[config.mk]
export PLATFORM = sky130hd
export DESIGN_NAME = itrx_amba3_ahblite_resp_ctl_flat
export DESIGN_NICKNAME = d
export VERILOG_FILES = /design/src/rtl/itrx_amba3_ahblite_resp_ctl_if.sv /design/src/rtl/itrx_amba3_ahblite_resp_ctl.sv /design/src/flat_wrapper.sv
export SDC_FILE = /design/constraint.sdc
export NUM_CORES = 1
export LEC_CHECK = 0
export BUFFER_PORTS_ARGS = -buffer_cell sky130_fd_sc_hd__buf_2
export CAP_MARGIN = 20
export CELL_PAD_IN_SITES_DETAIL_PLACEMENT = 0
export CELL_PAD_IN_SITES_GLOBAL_PLACEMENT = 1
export CORE_AREA = 2 2 440 442
export CTS_CLUSTER_SIZE = 8
export DETAILED_ROUTE_END_ITERATION = 6
export DIE_AREA = 0 0 442 444
export GPL_TIMING_DRIVEN = 1
export PLACE_DENSITY_LB_ADDON = 0.25
export SYNTH_ARGS = -nofsm -noshare
export SYNTH_HDL_FRONTEND = slang
export SYNTH_SLANG_ARGS = --single-unit
[constraint.sdc]
create_clock -name hclk -period 4.65 [get_ports hclk]
set_input_delay 0.2325 -clock hclk [delete_from_list [all_inputs] [get_ports hclk]]
set_output_delay 0.2325 -clock hclk [all_outputs]
set_load 0.05 [all_outputs]
[src/rtl/itrx_amba3_ahblite_resp_ctl_if.sv]
// AHB-Lite data-phase bundle between decoder/slaves (inputs) and the response controller.
// The slave modport is the controller's view; master is the driving side (decoder, slaves, bench).
interface itrx_amba3_ahblite_resp_ctl_if #(
  parameter int HDATAW = 64,
  parameter int NS     = 16
);
  logic [NS-1:0]        hsel;
  logic [1:0]           htrans;
  logic [NS-1:0]        s_hreadyout;
  logic [NS-1:0]        s_hresp;
  logic [NS*HDATAW-1:0] s_hrdata;
  logic                 hready;
  logic                 hresp;
  logic [HDATAW-1:0]    hrdata;

  modport slave (
    input  hsel, htrans, s_hreadyout, s_hresp, s_hrdata,
    output hready, hresp, hrdata
  );

  modport master (
    output hsel, htrans, s_hreadyout, s_hresp, s_hrdata,
    input  hready, hresp, hrdata
  );
endinterface

[src/rtl/itrx_amba3_ahblite_resp_ctl.sv]
// AHB-Lite data-phase response controller: registered slave select, response mux,
// built-in two-cycle ERROR default slave and a monitor-only stall watchdog.
module itrx_amba3_ahblite_resp_ctl #(
  parameter int HDATAW = 64,
  parameter int NS     = 16,
  parameter int TMOW   = 8
) (
  input  logic                                   hclk,
  input  logic                                   hreset_n,
  itrx_amba3_ahblite_resp_ctl_if.slave           bus,
  input  logic                                   clr_err,
  output logic                                   multi_sel_err,
  output logic                                   stall_tmo
);

  typedef enum logic [1:0] {
    DS_IDLE = 2'd0,
    DS_ERR1 = 2'd1,
    DS_ERR2 = 2'd2
  } ds_state_t;

  localparam logic [TMOW-1:0] CNT_MAX = '1;

  ds_state_t       ds_state, ds_next;
  logic [NS-1:0]   dsel, dsel_next;
  logic [TMOW-1:0] cnt, cnt_next;
  logic [NS-1:0]   hsel_low;
  logic            capture;
  logic            multi_set;
  logic            stalling;
  logic            stall_set;

  // Two's-complement trick isolates the lowest set bit of hsel.
  assign hsel_low  = bus.hsel & (~bus.hsel + 1'b1);
  assign capture   = bus.hready;
  assign multi_set = capture && ((bus.hsel & (bus.hsel - 1'b1)) != '0);
  assign stalling  = (dsel != '0) && !bus.hready;

  always_ff @(posedge hclk) begin
    if (!hreset_n) begin
      ds_state <= DS_IDLE;
      dsel     <= '0;
      cnt      <= '0;
    end else begin
      ds_state <= ds_next;
      dsel     <= dsel_next;
      cnt      <= cnt_next;
    end
  end

  always_comb begin
    ds_next   = ds_state;
    dsel_next = dsel;
    case (ds_state)
      DS_ERR1: ds_next = DS_ERR2;
      default: begin
        if (capture) begin
          dsel_next = hsel_low;
          if ((bus.hsel == '0) && bus.htrans[1]) begin
            ds_next = DS_ERR1;
          end else begin
            ds_next = DS_IDLE;
          end
        end
      end
    endcase
  end

  // ERROR states never coexist with a nonzero dsel, so the slave mux only runs in DS_IDLE.
  always_comb begin
    bus.hready = 1'b1;
    bus.hresp  = 1'b0;
    bus.hrdata = '0;
    case (ds_state)
      DS_ERR1: begin
        bus.hready = 1'b0;
        bus.hresp  = 1'b1;
      end
      DS_ERR2: begin
        bus.hresp  = 1'b1;
      end
      default: begin
        for (int i = 0; i < NS; i++) begin
          if (dsel[i]) begin
            bus.hready = bus.s_hreadyout[i];
            bus.hresp  = bus.s_hresp[i];
            bus.hrdata = bus.s_hrdata[i*HDATAW +: HDATAW];
          end
        end
      end
    endcase
  end

  always_comb begin
    cnt_next = '0;
    if (stalling) begin
      cnt_next = (cnt == CNT_MAX) ? cnt : cnt + 1'b1;
    end
    stall_set = stalling && (cnt_next == CNT_MAX);
  end

  // Set events take priority over a same-cycle clear.
  always_ff @(posedge hclk) begin
    if (!hreset_n) begin
      multi_sel_err <= 1'b0;
      stall_tmo     <= 1'b0;
    end else begin
      if (multi_set) begin
        multi_sel_err <= 1'b1;
      end else if (clr_err) begin
        multi_sel_err <= 1'b0;
      end
      if (stall_set) begin
        stall_tmo <= 1'b1;
      end else if (clr_err) begin
        stall_tmo <= 1'b0;
      end
    end
  end

endmodule

[src/flat_wrapper.sv]
// flat-port wrapper written by rule: the top's interface ports become plain ports
module itrx_amba3_ahblite_resp_ctl_flat 
#(
  parameter int HDATAW = 64,
  parameter int NS     = 16,
  parameter int TMOW   = 8
)
  (hclk, hreset_n, clr_err, multi_sel_err, stall_tmo, bus_hsel, bus_htrans, bus_s_hreadyout, bus_s_hresp, bus_s_hrdata, bus_hready, bus_hresp, bus_hrdata);
  itrx_amba3_ahblite_resp_ctl_if #(.HDATAW(HDATAW), .NS(NS)) bus_i ();
  input  logic hclk;
  input  logic hreset_n;
  input  logic clr_err;
  output logic multi_sel_err;
  output logic stall_tmo;
  input wire logic [$bits(bus_i.hsel)-1:0] bus_hsel;
  input wire logic [$bits(bus_i.htrans)-1:0] bus_htrans;
  input wire logic [$bits(bus_i.s_hreadyout)-1:0] bus_s_hreadyout;
  input wire logic [$bits(bus_i.s_hresp)-1:0] bus_s_hresp;
  input wire logic [$bits(bus_i.s_hrdata)-1:0] bus_s_hrdata;
  output wire logic [$bits(bus_i.hready)-1:0] bus_hready;
  output wire logic [$bits(bus_i.hresp)-1:0] bus_hresp;
  output wire logic [$bits(bus_i.hrdata)-1:0] bus_hrdata;
  assign bus_i.hsel = bus_hsel;
  assign bus_i.htrans = bus_htrans;
  assign bus_i.s_hreadyout = bus_s_hreadyout;
  assign bus_i.s_hresp = bus_s_hresp;
  assign bus_i.s_hrdata = bus_s_hrdata;
  assign bus_hready = bus_i.hready;
  assign bus_hresp = bus_i.hresp;
  assign bus_hrdata = bus_i.hrdata;
  itrx_amba3_ahblite_resp_ctl #(.HDATAW(HDATAW), .NS(NS), .TMOW(TMOW)) u_core (.hclk(hclk), .hreset_n(hreset_n), .bus(bus_i), .clr_err(clr_err), .multi_sel_err(multi_sel_err), .stall_tmo(stall_tmo));
endmodule
== Word level (Yosys, flattened, before mapping) ==
Index checks and enable logic that the tools add are counted.
Cells by class
  muxes and demuxes: 59
  equality and inequality tests: 4
  bitwise operators: 5
  add/subtract/negate cells: 3
  reduce and logical (&&, ||, !) cells: 14
Operators by type and width (count)
  $mux 64: 17
  $mux 1: 37
  $and 16x16->16: 2
  $reduce_bool 16->1: 2
  $add 16x1->16 const B: 1
  $eq 8x8->1 const B: 2
  $logic_not 16->1: 1
  $mux 8: 2
  $not 16->16: 1
  $sub 16x1->16 const B: 1
  $add 8x1->8 const B: 1
  $reduce_bool 2->1: 3
  $logic_and 1x1->1: 4
  $mux 2: 2
  $reduce_or 2->1: 2
  $eq 2x1->1 const B: 1
  $eq 2x2->1 const B: 1
  $not 1->1: 2
  $pmux 1 s2: 1
  $reduce_and 2->1: 1
  $logic_not 1->1: 1
Storage, ports and cells
  word-level logic and storage cells: 91
  output and inout port bits: 68
  input bits: 1077
  register bits: 28

== Depth between registers and ports, before layout ==
Gate-level depths: netlist (run 1).
  depth after elaboration: 23
  depth in mapped cells: 10
  depth with buffers taken out: 8

== Least setup slack after synthesis (run 1) ==
Ideal clock, no wire load.
  path kind: flip-flop to output port
  start: reg u_core.dsel[4]
  end: out bus_hrdata[61]
  arrival: 2.730 ns
  data required time: 4.418 ns
  slack: 1.687 ns
  cell stages (with the launch flop): 9
  path buffers: 3
  cells stage by stage: dfxtp_1 clkbuf_1 clkbuf_1 clkbuf_1 nand2_1 o311a_1 o21ai_0 o2111ai_1 a211oi_1
On the way
  longest elaborated chain between the ends: 13
RTL lines
  from (decl): line itrx_amba3_ahblite_resp_ctl.sv:25  | logic [NS-1:0] dsel, dsel_next;
  from (signal assigned): line itrx_amba3_ahblite_resp_ctl.sv:46  | dsel <= dsel_next;
  $mux 64 (12 in series): line itrx_amba3_ahblite_resp_ctl.sv:84  | if (dsel[i]) begin
  $mux 64: line itrx_amba3_ahblite_resp_ctl.sv:74  | case (ds_state)
  to (decl): line flat_wrapper.sv:22  | output wire logic [$bits(bus_i.hrdata)-1:0] bus_hrdata;
No other way between the ends.

== Worst setup path in the final report (run 1) ==
  start: reg u_core.dsel[3]
  end: out bus_hrdata[48]
On the way
  longest elaborated chain between the ends: 14
RTL lines (line)
  $mux 64 (13 in series): itrx_amba3_ahblite_resp_ctl.sv:84
  $mux 64: itrx_amba3_ahblite_resp_ctl.sv:74
No other way between the ends.

==> summary.txt, run 1 <==
GRT
  • Grt ovf: 0
  • Largest net degree at the start of global routing: 73
  • Gr usage total: ~16%
  • Number of global-route vias before repair: approximately 18000
  • Initial antenna violation count: between 100 and 150
  • First-pass GRT wire length: 201000 um

Floorplan
  • I/O pin count: 1145
  • Core area: about 190000 um^2
  • Initial Util: approximately 4.8%
  • Die X: approximately 440 um
  • Cell Rows: between 150 and 200
  • Die H: about 440 um
  • Die ar.: ~200000 um^2

Cells and area
  • Finished Layout Cells: approximately 5000
  • Final #Nets: 3542
  • Layout cells sized above 1: just over 50%
  • Post-layout util: about a tenth
  • P&R area growth vs syn: 101%
  • Design area: about 18000 um^2

Placement
  • Hpwl dp: 141000 um
  • Area of placed instances: about 18000 um^2
  • DP Cell Count: about 5000
  • Worst slack, placed: roughly 0.83 ns
  • GP Congestion: between 0.8 and 0.9
  • IO buf count: 1143

Pwr
  • Leak: around 7.7 nW
  • Power per cell area: roughly 120 nW/um^2
  • Pwr Total: about 2.1 mW
  • Worst vdd ir: between 0.0001 and 0.00015 V

Yosys
  • Synthesized area: 9110 um^2
  • Seq cells post-synth: 28
  • Synth area leader: a221oi_1
  • Async SR Flop Fraction: 0%
  • Most frequent cells after synthesis: a221oi_1, clkbuf_1, a21oi_1, o22ai_1, nand2_1
  • Top-area cell type share of the netlist area: 19.0%
  • Sequential fraction of the synthesis area: approximately 6.2%
  • Largest cells by area after synthesis: a221oi_1, o22ai_1, a21oi_1
  • Post-synth EDFFs: 0
  • YS warnings: 0
  • Distinct cell type count after synthesis: 52
  • Average cell area after synthesis: roughly 6.4 um^2
  • Mapped Nets: about 2500
  • Synth Flop Type: dfxtp_1
  • Count leader, synth: a221oi_1
  • Synth Instances: approximately 1400

STA
  • Count of pins over their slew limit: 0
  • Final hold vios: 0
  • Setup-failing EPs final: 0
  • Period utilization: 87.6%
  • RSZ-0062 raised after global routing: no
  • Fmax: about 0.25 GHz
  • Setup TNS: 0 ns
  • Fin crit period: approximately 4.1 ns
  • Slew of the pin with the lowest slew margin: between 1 and 1.5 ns
  • Worst clock skew: 0.00523 ns
  • Hold slack: approximately 0.24 ns
  • Final Worst Setup Slack: slightly below 0.6 ns
  • Relative slew slack: a little over a quarter

Critical path
  • Crit path max fanout: 21
  • Worst r2r path cells: 7
  • WP data required: ~4.4 ns
  • Worst Setup End Kind: output pin
  • Worst setup SP type: flip-flop
  • WS Path Type: reg -> out
  • WP data arrival: 3.84 ns

Clock network
  • CTS Sinks: 28
  • Cts bufs inserted: 3
  • Worst-case clock buffer depth: 2
  • Post-cts repair resize count: 0
  • CTS tree: built
  • H-tree depth: 1
  • Worst-skew pair later-pin latency: 0.27 ns
  • Root Buffer: clkbuf_16
  • CTS Hold Bufs: 0
  • Setup bufs post-CTS: 0
  • CTS clock-pin slew for the worst setup and hold paths: 0.08 ns

Drt
  • Vias: 18193
  • Antenna Nets Post-Route: 0
  • WL per Instance: about 32 um
  • Iter 0 DRT Violations: 1607
  • DR DRC count: 0
  • Final wirelength: around 160000 um
  • DR pass1 iterations: 5
  • Vias per inst: roughly 3.6

Flow run
  • Max-capacitance violation count: 0

Worst hold path
  • Hold Crit Class: in -> reg
  • Worst Hold Depth: 3

Outcome
  • Status: completed
[area by class of cell]
class                           count  area (um^2)
Antenna cell                       22         55.1
Clock buffer                        4         78.8
Fill cell                       22767       173000
Inverter                           46          180
Multi-Input combinational cell   1155         7730
Sequential cell                    28          586
Tap cell                         2526         3160
Timing Repair Buffer             1228         6500
[routing by layer]
metal,track usage [%],vias up,routed length (um)
li1,-,7978,-
met1,19.4,8936,66300
met2,27.7,956,80500
met3,3.98,225,12700
met4,0.889,98,1420
met5,0,-,603
[worst max-delay path, cell delays in order (launching register included)]
cell and delay [ns]:
dfxtp_1 0.47, nand2b_4 0.45, buf_4 0.31, o22ai_1 0.10
o311a_1 0.32, o21ai_0 0.74, a21oi_1 0.17, nor3_1 0.54
buf_2 0.40
[sequential cells by signal, indices dropped and copies added (netlist names)]
name,cells
u_core.dsel,16
u_core.cnt,8
u_core.stall_tmo,1
u_core.ds_state,2
u_core.multi_sel_err,1
[worst paths after layout]
kind	from	endpoint	slack [ns]
worst max-delay path	u_core.dsel[3]	bus_hrdata[48]	0.58
worst min-delay path	bus_hsel[4]	u_core.dsel[4]	0.24
worst max register to register	u_core.dsel[15]	u_core.stall_tmo	1.48
worst min register to register	u_core.dsel[0]	u_core.dsel[0]	0.49
[placed cells by master (no fill, tap or decap), types with 4 or more instances in the layout]
cell type	instances
buf_2	1143
o221ai_1	66
a21oi_1	135
nand2b_1	34
a31oi_1	7
o311a_1	65
nand2_1	124
nor2b_1	4
dfxtp_1	20
o21ai_0	108
o2111ai_1	33
nand4b_1	5
nor2_1	50
inv_1	41
nor3_1	39
diode_2	22
o21a_1	32
nand3b_1	5
buf_12	11
nor2b_4	4
mux2i_1	18
dfxtp_4	6
buf_4	74
o22ai_1	129
nand3_1	14
or3_1	32
a211oi_1	5
a221oi_1	196
[cells by family (layout without fill, tap and decap cells)]
kind of cell	Yosys count	in the layout	synth area share [%]
buffers and inverters	236	1278	10.1
other	0	22	0
multiplexers	18	18	1.98
adder cells (fa/ha/maj)	4	4	0.522
flip-flops	28	28	6.15
XOR/XNOR	2	2	0.192
AND/OR/NAND/NOR	339	339	18.1
AO/OA/AOI/OAI	792	792	62.9
[report_power, final]
group / switching, mW / internal, mW / leakage (nW)
Combinational: 1.05 / 0.631 / 7.45
Clock: 0.0981 / 0.118 / 0.0383
Sequential: 0.00647 / 0.240 / 0.232
(Power assumes the default switching activity.)
==> run 2: changes to the inputs <==
- ABC_AREA: not set -> 1
==> summary.txt, run 2 <==
Critical path
  • Worst Setup SP: u_core.dsel[10]
  • Worst setup SP type: flip-flop
  • Crit path max fanout: 22 (+4.8%)
  • Reg-to-reg slack, setup: 1.11 ns (-0.37 ns)
  • WP data arrival: 3.88 ns (+0.04 ns)
  • WP data required: 4.42 ns (about the same)
  • Worst r2r path cells: 9 (+2)
  • WS Path Type: reg -> out
  • FF-to-FF End: u_core.cnt[3]
  • Critical Path End: bus_hresp
  • Worst flop-to-flop path startpoint: u_core.dsel[6]
  • Worst Setup End Kind: output pin

Clock network
  • Root Buffer: clkbuf_16
  • Worst-skew pair later-pin latency: 0.29 ns (+0.02 ns)
  • Worst-case clock buffer depth: 2 (unchanged)
  • CTS Sinks: 28 (unchanged)
  • CTS clock-pin slew for the worst setup and hold paths: 0.09 ns (about the same)
  • CTS Hold Bufs: 0 (unchanged)
  • CTS tree: built
  • H-tree depth: 1 (unchanged)
  • Post-cts repair resize count: 0 (unchanged)
  • Cts bufs inserted: 3 (unchanged)
  • Setup bufs post-CTS: 0 (unchanged)

Yosys
  • Seq cells post-synth: 28 (unchanged)
  • YS warnings: 0 (unchanged)
  • Count leader, synth: nand2_1
  • Average cell area after synthesis: 5.32 um^2 (-17%)
  • Synth Instances: 1910 (+35%)
  • Async SR Flop Fraction: 0% (unchanged)
  • Synthesized area: 10200 um^2 (+11%)
  • Largest cells by area after synthesis: nand2_1, a221oi_1, o21ai_0
  • Top-area cell type share of the netlist area: 16.5% (-2.5 points)
  • Mapped Nets: 2990 (+20%)
  • Synth Flop Type: dfxtp_1
  • Sequential fraction of the synthesis area: 5.52% (-0.63 points)
  • Most frequent cells after synthesis: nand2_1, o21ai_0, nor3_1, nand3_1, nor2_1
  • Synth area leader: nand2_1
  • Distinct cell type count after synthesis: 39 (-25%)
  • Post-synth EDFFs: 0 (unchanged)

GRT
  • Gr usage total: 17.1% (+1.6 points)
  • Initial antenna violation count: 110 (-11%)
  • First-pass GRT wire length: 219000 um (+9.3%)
  • Number of global-route vias before repair: 19929 (+11%)
  • Grt ovf: 0 (unchanged)
  • Largest net degree at the start of global routing: 68 (-6.8%)

Drt
  • Final wirelength: 177000 um (+9.9%)
  • Vias per inst: 3.68 (+1.3%)
  • DR pass1 iterations: 6 (+1)
  • Vias: 20301 (+12%)
  • Iter 0 DRT Violations: 1820 (+13%)
  • DR DRC count: 0 (unchanged)
  • WL per Instance: 32.2 um (-0.26%)
  • Antenna Nets Post-Route: 0 (unchanged)

Cells and area
  • Largest regs: u_core.dsel x16, u_core.cnt x8, u_core.ds_state x2
  • Max FFs per register: 16 (unchanged)
  • Largest Register: u_core.dsel
  • Design area: 19400 um^2 (+6.3%)
  • Commonest non-fill, non-tap cells in the layout: buf_2, nand2_1, o21ai_0
  • Layout cells sized above 1: 44.8% (-6.8 points)
  • Final #Nets: 4046 (+14%)
  • P&R area growth vs syn: 91.5%
  • Most common cell after layout, fill and taps aside: buf_2

Floorplan
  • Die ar.: 196000 um^2 (unchanged)
  • Initial Util: 5.30% (+0.54 points)
  • Die X: 442 um (unchanged)
  • I/O pin count: 1145 (unchanged)
  • Die H: 444 um (unchanged)
  • Cell Rows: 161 (unchanged)
  • Core area: 192000 um^2 (unchanged)

Outcome
  • Status: completed

STA
  • Setup-failing EPs final: 0 (unchanged)
  • Final hold vios: 0 (unchanged)
  • RSZ-0062 raised after global routing: no
  • Slew of the pin with the lowest slew margin: 1.06 ns (-0.0358 ns)
  • Period utilization: 88.5% (+0.87 points)
  • Relative slew slack: 28.5% (+1.8 points)
  • Fmax: 0.243 GHz (-0.99%)
  • Worst clock skew: 0.00814 ns (+0.00290 ns)
  • Count of pins over their slew limit: 0 (unchanged)
  • Final Worst Setup Slack: 0.536 ns (-0.0405 ns)
  • Fin crit period: 4.11 ns (+0.0405 ns)
  • Setup TNS: 0 ns (unchanged)

Pwr
  • Pwr Total: 6.95 mW (+220%)
  • Worst vdd ir: 0.000205 V (+70%)
  • Power per cell area: 358 nW/um^2 (+210%)
  • Leak: 8.99 nW (+17%)

Placement
  • Worst slack, placed: 0.581 ns (-0.252 ns)
  • GP Congestion: 0.937 (+4.7%)
  • Area of placed instances: 19300 um^2 (+6.1%)
  • IO buf count: 1143 (unchanged)
  • Hpwl dp: 154000 um (+9.8%)

Worst hold path
  • Hold Crit Class: in -> reg

Flow run
  • Max-capacitance violation count: 0 (unchanged)
==> run 2: changes by cell type after synthesis, sizes merged, moves of 34 or more <==
cell | before | now
nor2 | 53 | 148
nor3 | 39 | 171
nand2 | 125 | 449
o221ai | 66 | 1
nand2b | 37 | 0
buf | 27 | 71
nand3b | 5 | 67
o21ai | 110 | 213
a221oi | 198 | 130
nand3 | 15 | 165
o311a | 65 | 0
clkbuf | 163 | 129
o22ai | 129 | 66
==> run 2: cell families after synthesis <==
logic type | count (synthesis) | share of synthesized area, %
AND/OR/NAND/NOR | 1013 | 44.6
buffers and inverters | 247 | 10.3
flip-flops | 28 | 5.52
XOR/XNOR | 4 | 0.345
AO/OA/AOI/OAI | 615 | 38.9
adder cells (fa/ha/maj) | 3 | 0.370
==> run 2: power breakdown <==
group	leakage [nW]	total, mW	internal (mW)	switching [mW]
logic	8.71	6.34	1.60	4.75
registers	0.234	0.322	0.259	0.0629
clock network	0.0513	0.288	0.173	0.115
total	8.99	6.95	2.03	4.93
==> run 2: worst max-delay path: stages (launching register included) <==
cell	delay, ns
dfxtp_4	0.42
nor2_2	0.41
inv_2	0.40
buf_4	0.40
a221oi_1	0.58
nand2_1	0.42
nand2_1	0.16
nand2_1	0.06
nand2_1	0.05
nand2_1	0.12
nand2_1	0.10
nand2_1	0.15
buf_2	0.26
==> run 2: layer usage <==
metal / GRT usage [%] / part of all wire, % / wire length (um)
met2: 28.6 / 47 / 83100
met4: 1.77 / 1.2 / 2210
met5: 0 / 0.33 / 579
met3: 4.35 / 8.0 / 14200
met1: 22.7 / 44 / 77500
==> run 2: worst min path at each step <==
stage	cells after the start	slack [ns]	start	to
after floorplan	2	0.38	bus_hsel[1]	u_core.dsel[1]
after global placement	2	0.47	u_core.multi_sel_err	u_core.multi_sel_err
after detailed placement	2	0.47	u_core.multi_sel_err	u_core.multi_sel_err
after CTS	4	0.20	clr_err	u_core.multi_sel_err
after global routing	3	0.23	bus_hsel[1]	u_core.dsel[1]
final	4	0.21	clr_err	u_core.multi_sel_err
==> run 2: per-stage QoR <==
stage               utilization, %  instances  hold slack, ns
floorplan                        -       1910           0.384
global placement              10.0       5486           0.473
detailed placement            10.1       5487           0.467
CTS                           10.1       5491           0.198
global route                  10.1       5499           0.233
finish                        10.1       5520           0.209
==> run 2: cell type report <==
class	instances	area [um^2]
flip-flops and latches	28	593
diodes	29	72.6
multi-input cells	1635	8650
repair buffers	1251	6660
clock buffers	3	75.1
inverters	47	193
clock inverters	1	30.0
fillers	23006	172000
well taps	2526	3160
==> run 3: changes to the inputs <==
==> constraint.sdc (replaced) <==
create_clock -name hclk -period 4.65 [get_ports hclk]
set_input_delay 0.93 -clock hclk [delete_from_list [all_inputs] [get_ports hclk]]
set_output_delay 0.93 -clock hclk [all_outputs]
set_load 0.05 [all_outputs]
==> summary.txt, run 3 (synthesized netlist as in run 2, its figures left out) <==
Critical path
  • Crit path max-delay family: buffers and inverters
  • Crit path max-delay cell type: a21oi_2
  • WP data arrival: 3.53 ns (-0.35 ns)
  • Worst path most repeated cell: buf_4
  • Reg-to-reg slack, setup: 1.33 ns (+0.22 ns)
  • Crit path buf inv count: 5 (+2)
  • Largest stage delay, worst path: 0.43 ns (-0.15 ns)
  • Worst setup SP type: flip-flop
  • Crit-path cells: inv_1, nand2_4, buf_4, nor3_1, nand2_1, a21oi_2, buf_4, o21ai_0, buf_4, a21oi_1, buf_12
  • Worst flop-to-flop path startpoint: u_core.dsel[4]
  • Worst Setup End Kind: output pin
  • Worst Setup SP: u_core.dsel[7]
  • Crit path max fanout: 18 (-18%)
  • WP data required: 3.72 ns (-0.70 ns)
  • WS Path Type: reg -> out

Cells and area
  • Final #Nets: 4090 (+1.1%)
  • Most common cell after layout, fill and taps aside: buf_2
  • Largest regs: u_core.dsel x16, u_core.cnt x8, u_core.ds_state x2
  • Finished Layout Cells: 5566 (+0.83%)
  • Commonest non-fill, non-tap cells in the layout: buf_2, nand2_1, o21ai_0
  • Max FFs per register: 16 (unchanged)
  • Largest Register: u_core.dsel
  • P&R area growth vs syn: 99.0%
  • Layout cells sized above 1: 45.6% (+0.81 points)

Clock network
  • Worst-case clock buffer depth: 2 (unchanged)
  • CTS Hold Bufs: 0 (unchanged)
  • Worst-skew pair later-pin latency: 0.27 ns (-0.02 ns)
  • CTS Sinks: 28 (unchanged)
  • Cts bufs inserted: 3 (unchanged)
  • CTS clock-pin slew for the worst setup and hold paths: 0.08 ns (about the same)
  • H-tree depth: 1 (unchanged)
  • Root Buffer: clkbuf_16
  • CTS tree: built

Floorplan
  • I/O pin count: 1145 (unchanged)
  • Initial Util: 5.30% (unchanged)
  • Die X: 442 um (unchanged)
  • Die ar.: 196000 um^2 (unchanged)
  • Die H: 444 um (unchanged)
  • Core area: 192000 um^2 (unchanged)
  • Cell Rows: 161 (unchanged)

GRT
  • Grt ovf: 0 (unchanged)
  • Number of global-route vias before repair: 20117 (+0.94%)
  • Initial antenna violation count: 112 (+1.8%)
  • Gr usage total: 17.1% (-0.029 points)
  • First-pass GRT wire length: 220000 um (+0.32%)
  • Largest net degree at the start of global routing: 54 (-21%)

STA
  • Slew of the pin with the lowest slew margin: 1.06 ns (+0.000171 ns)
  • Relative slew slack: 29.1% (+0.58 points)
  • Hold slack: 0.484 ns (+0.275 ns)
  • Setup TNS: 0 ns (unchanged)
  • Final hold vios: 0 (unchanged)
  • Setup-failing EPs final: 0 (unchanged)
  • Worst clock skew: 0.00380 ns (-0.00433 ns)
  • RSZ-0062 raised after global routing: no
  • Fmax: 0.224 GHz (-7.8%)
  • Period utilization: 95.9% (+7.5 points)
  • Fin crit period: 4.46 ns (+0.347 ns)
  • Count of pins over their slew limit: 0 (unchanged)

Placement
  • IO buf count: 1143 (unchanged)
  • DP Cell Count: 5530 (+0.78%)
  • Hpwl dp: 155000 um (+0.56%)
  • GP Congestion: 0.935 (-0.30%)

Pwr
  • Worst vdd ir: 0.000238 V (+16%)
  • Leak: 9.34 nW (+3.9%)
  • Power per cell area: 373 nW/um^2 (+4.2%)

Drt
  • Antenna Nets Post-Route: 0 (unchanged)
  • Vias: 20454 (+0.75%)
  • Vias per inst: 3.67 (about the same)
  • Final wirelength: 177000 um (-0.36%)
  • WL per Instance: 31.8 um (-1.2%)
  • DR DRC count: 0 (unchanged)
  • DR pass1 iterations: 5 (-1)
  • Iter 0 DRT Violations: 2192 (+20%)

Flow run
  • Max-capacitance violation count: 0 (unchanged)

Worst hold path
  • Hold Crit Class: reg -> reg
  • Worst min-delay path startpoint: u_core.multi_sel_err

Outcome
  • Status: completed
## run 3: cell types whose count changed in the layout (fill, tap and decap cells not counted), sizes merged
cell	change
buf	+44
diode	+2
## run 3: final timing paths
kind                          endpoint  depth (start not counted)
hold reg to reg   u_core.multi_sel_err                          2
setup reg to reg        u_core.dsel[7]                         16
hold / removal    u_core.multi_sel_err                          2
setup / recovery        bus_hrdata[62]                         11
## run 3: metal layers
metal  vias up  global-route usage (%)  wire length, um
li1       9204                       -                -
met2      1039                    28.8            83000
met4        86                    1.17             1950
met1      9941                    22.9            78800
met5         -                       0              543
met3       184                    3.97            12600
## run 3: worst reg2reg max path, delay by kind of cell, from the launching register on
| kind | cells | cell delay, ns |
|---|---|---|
| buffers and inverters | 2 | 0.67 |
| flip-flops | 1 | 0.60 |
| AND/OR/NAND/NOR | 14 | 1.95 |
## run 3: where the power goes
part	leakage [nW]	total (mW)	internal, mW	switching (mW)
logic	9.06	6.94	2.05	4.89
clock network	0.0513	0.270	0.172	0.0981
registers	0.234	0.322	0.260	0.0615
total	9.34	7.53	2.48	5.04
## run 3: final cells by class
type	instances	area [um^2]
Inverter	47	193
Antenna cell	31	77.6
Multi-Input combinational cell	1635	8640
Clock buffer	3	75.1
Sequential cell	28	594
Fill cell	22946	171000
Timing Repair Buffer	1295	7430
Tap cell	2526	3160
Clock inverter	1	30.0
## run 3: metrics by stage
stage	utilization, %	cell area [um^2]	power (mW)	setup slack (ns)
after CTS	10.5	20100	7.68	-0.0687
final	10.5	20200	7.53	0.189
after global placement	10.4	20000	7.42	-0.0974
after detailed placement	10.4	20000	7.39	0.00605
after global routing	10.5	20100	7.96	0.0545
after floorplan	-	10200	3.41	1.47
## run 3: what timing repair did
item	in CTS	in global routing
buffers inserted	0	2
gates resized for setup	2	1
pin swaps	0	1
setup endpoints to repair	3	1
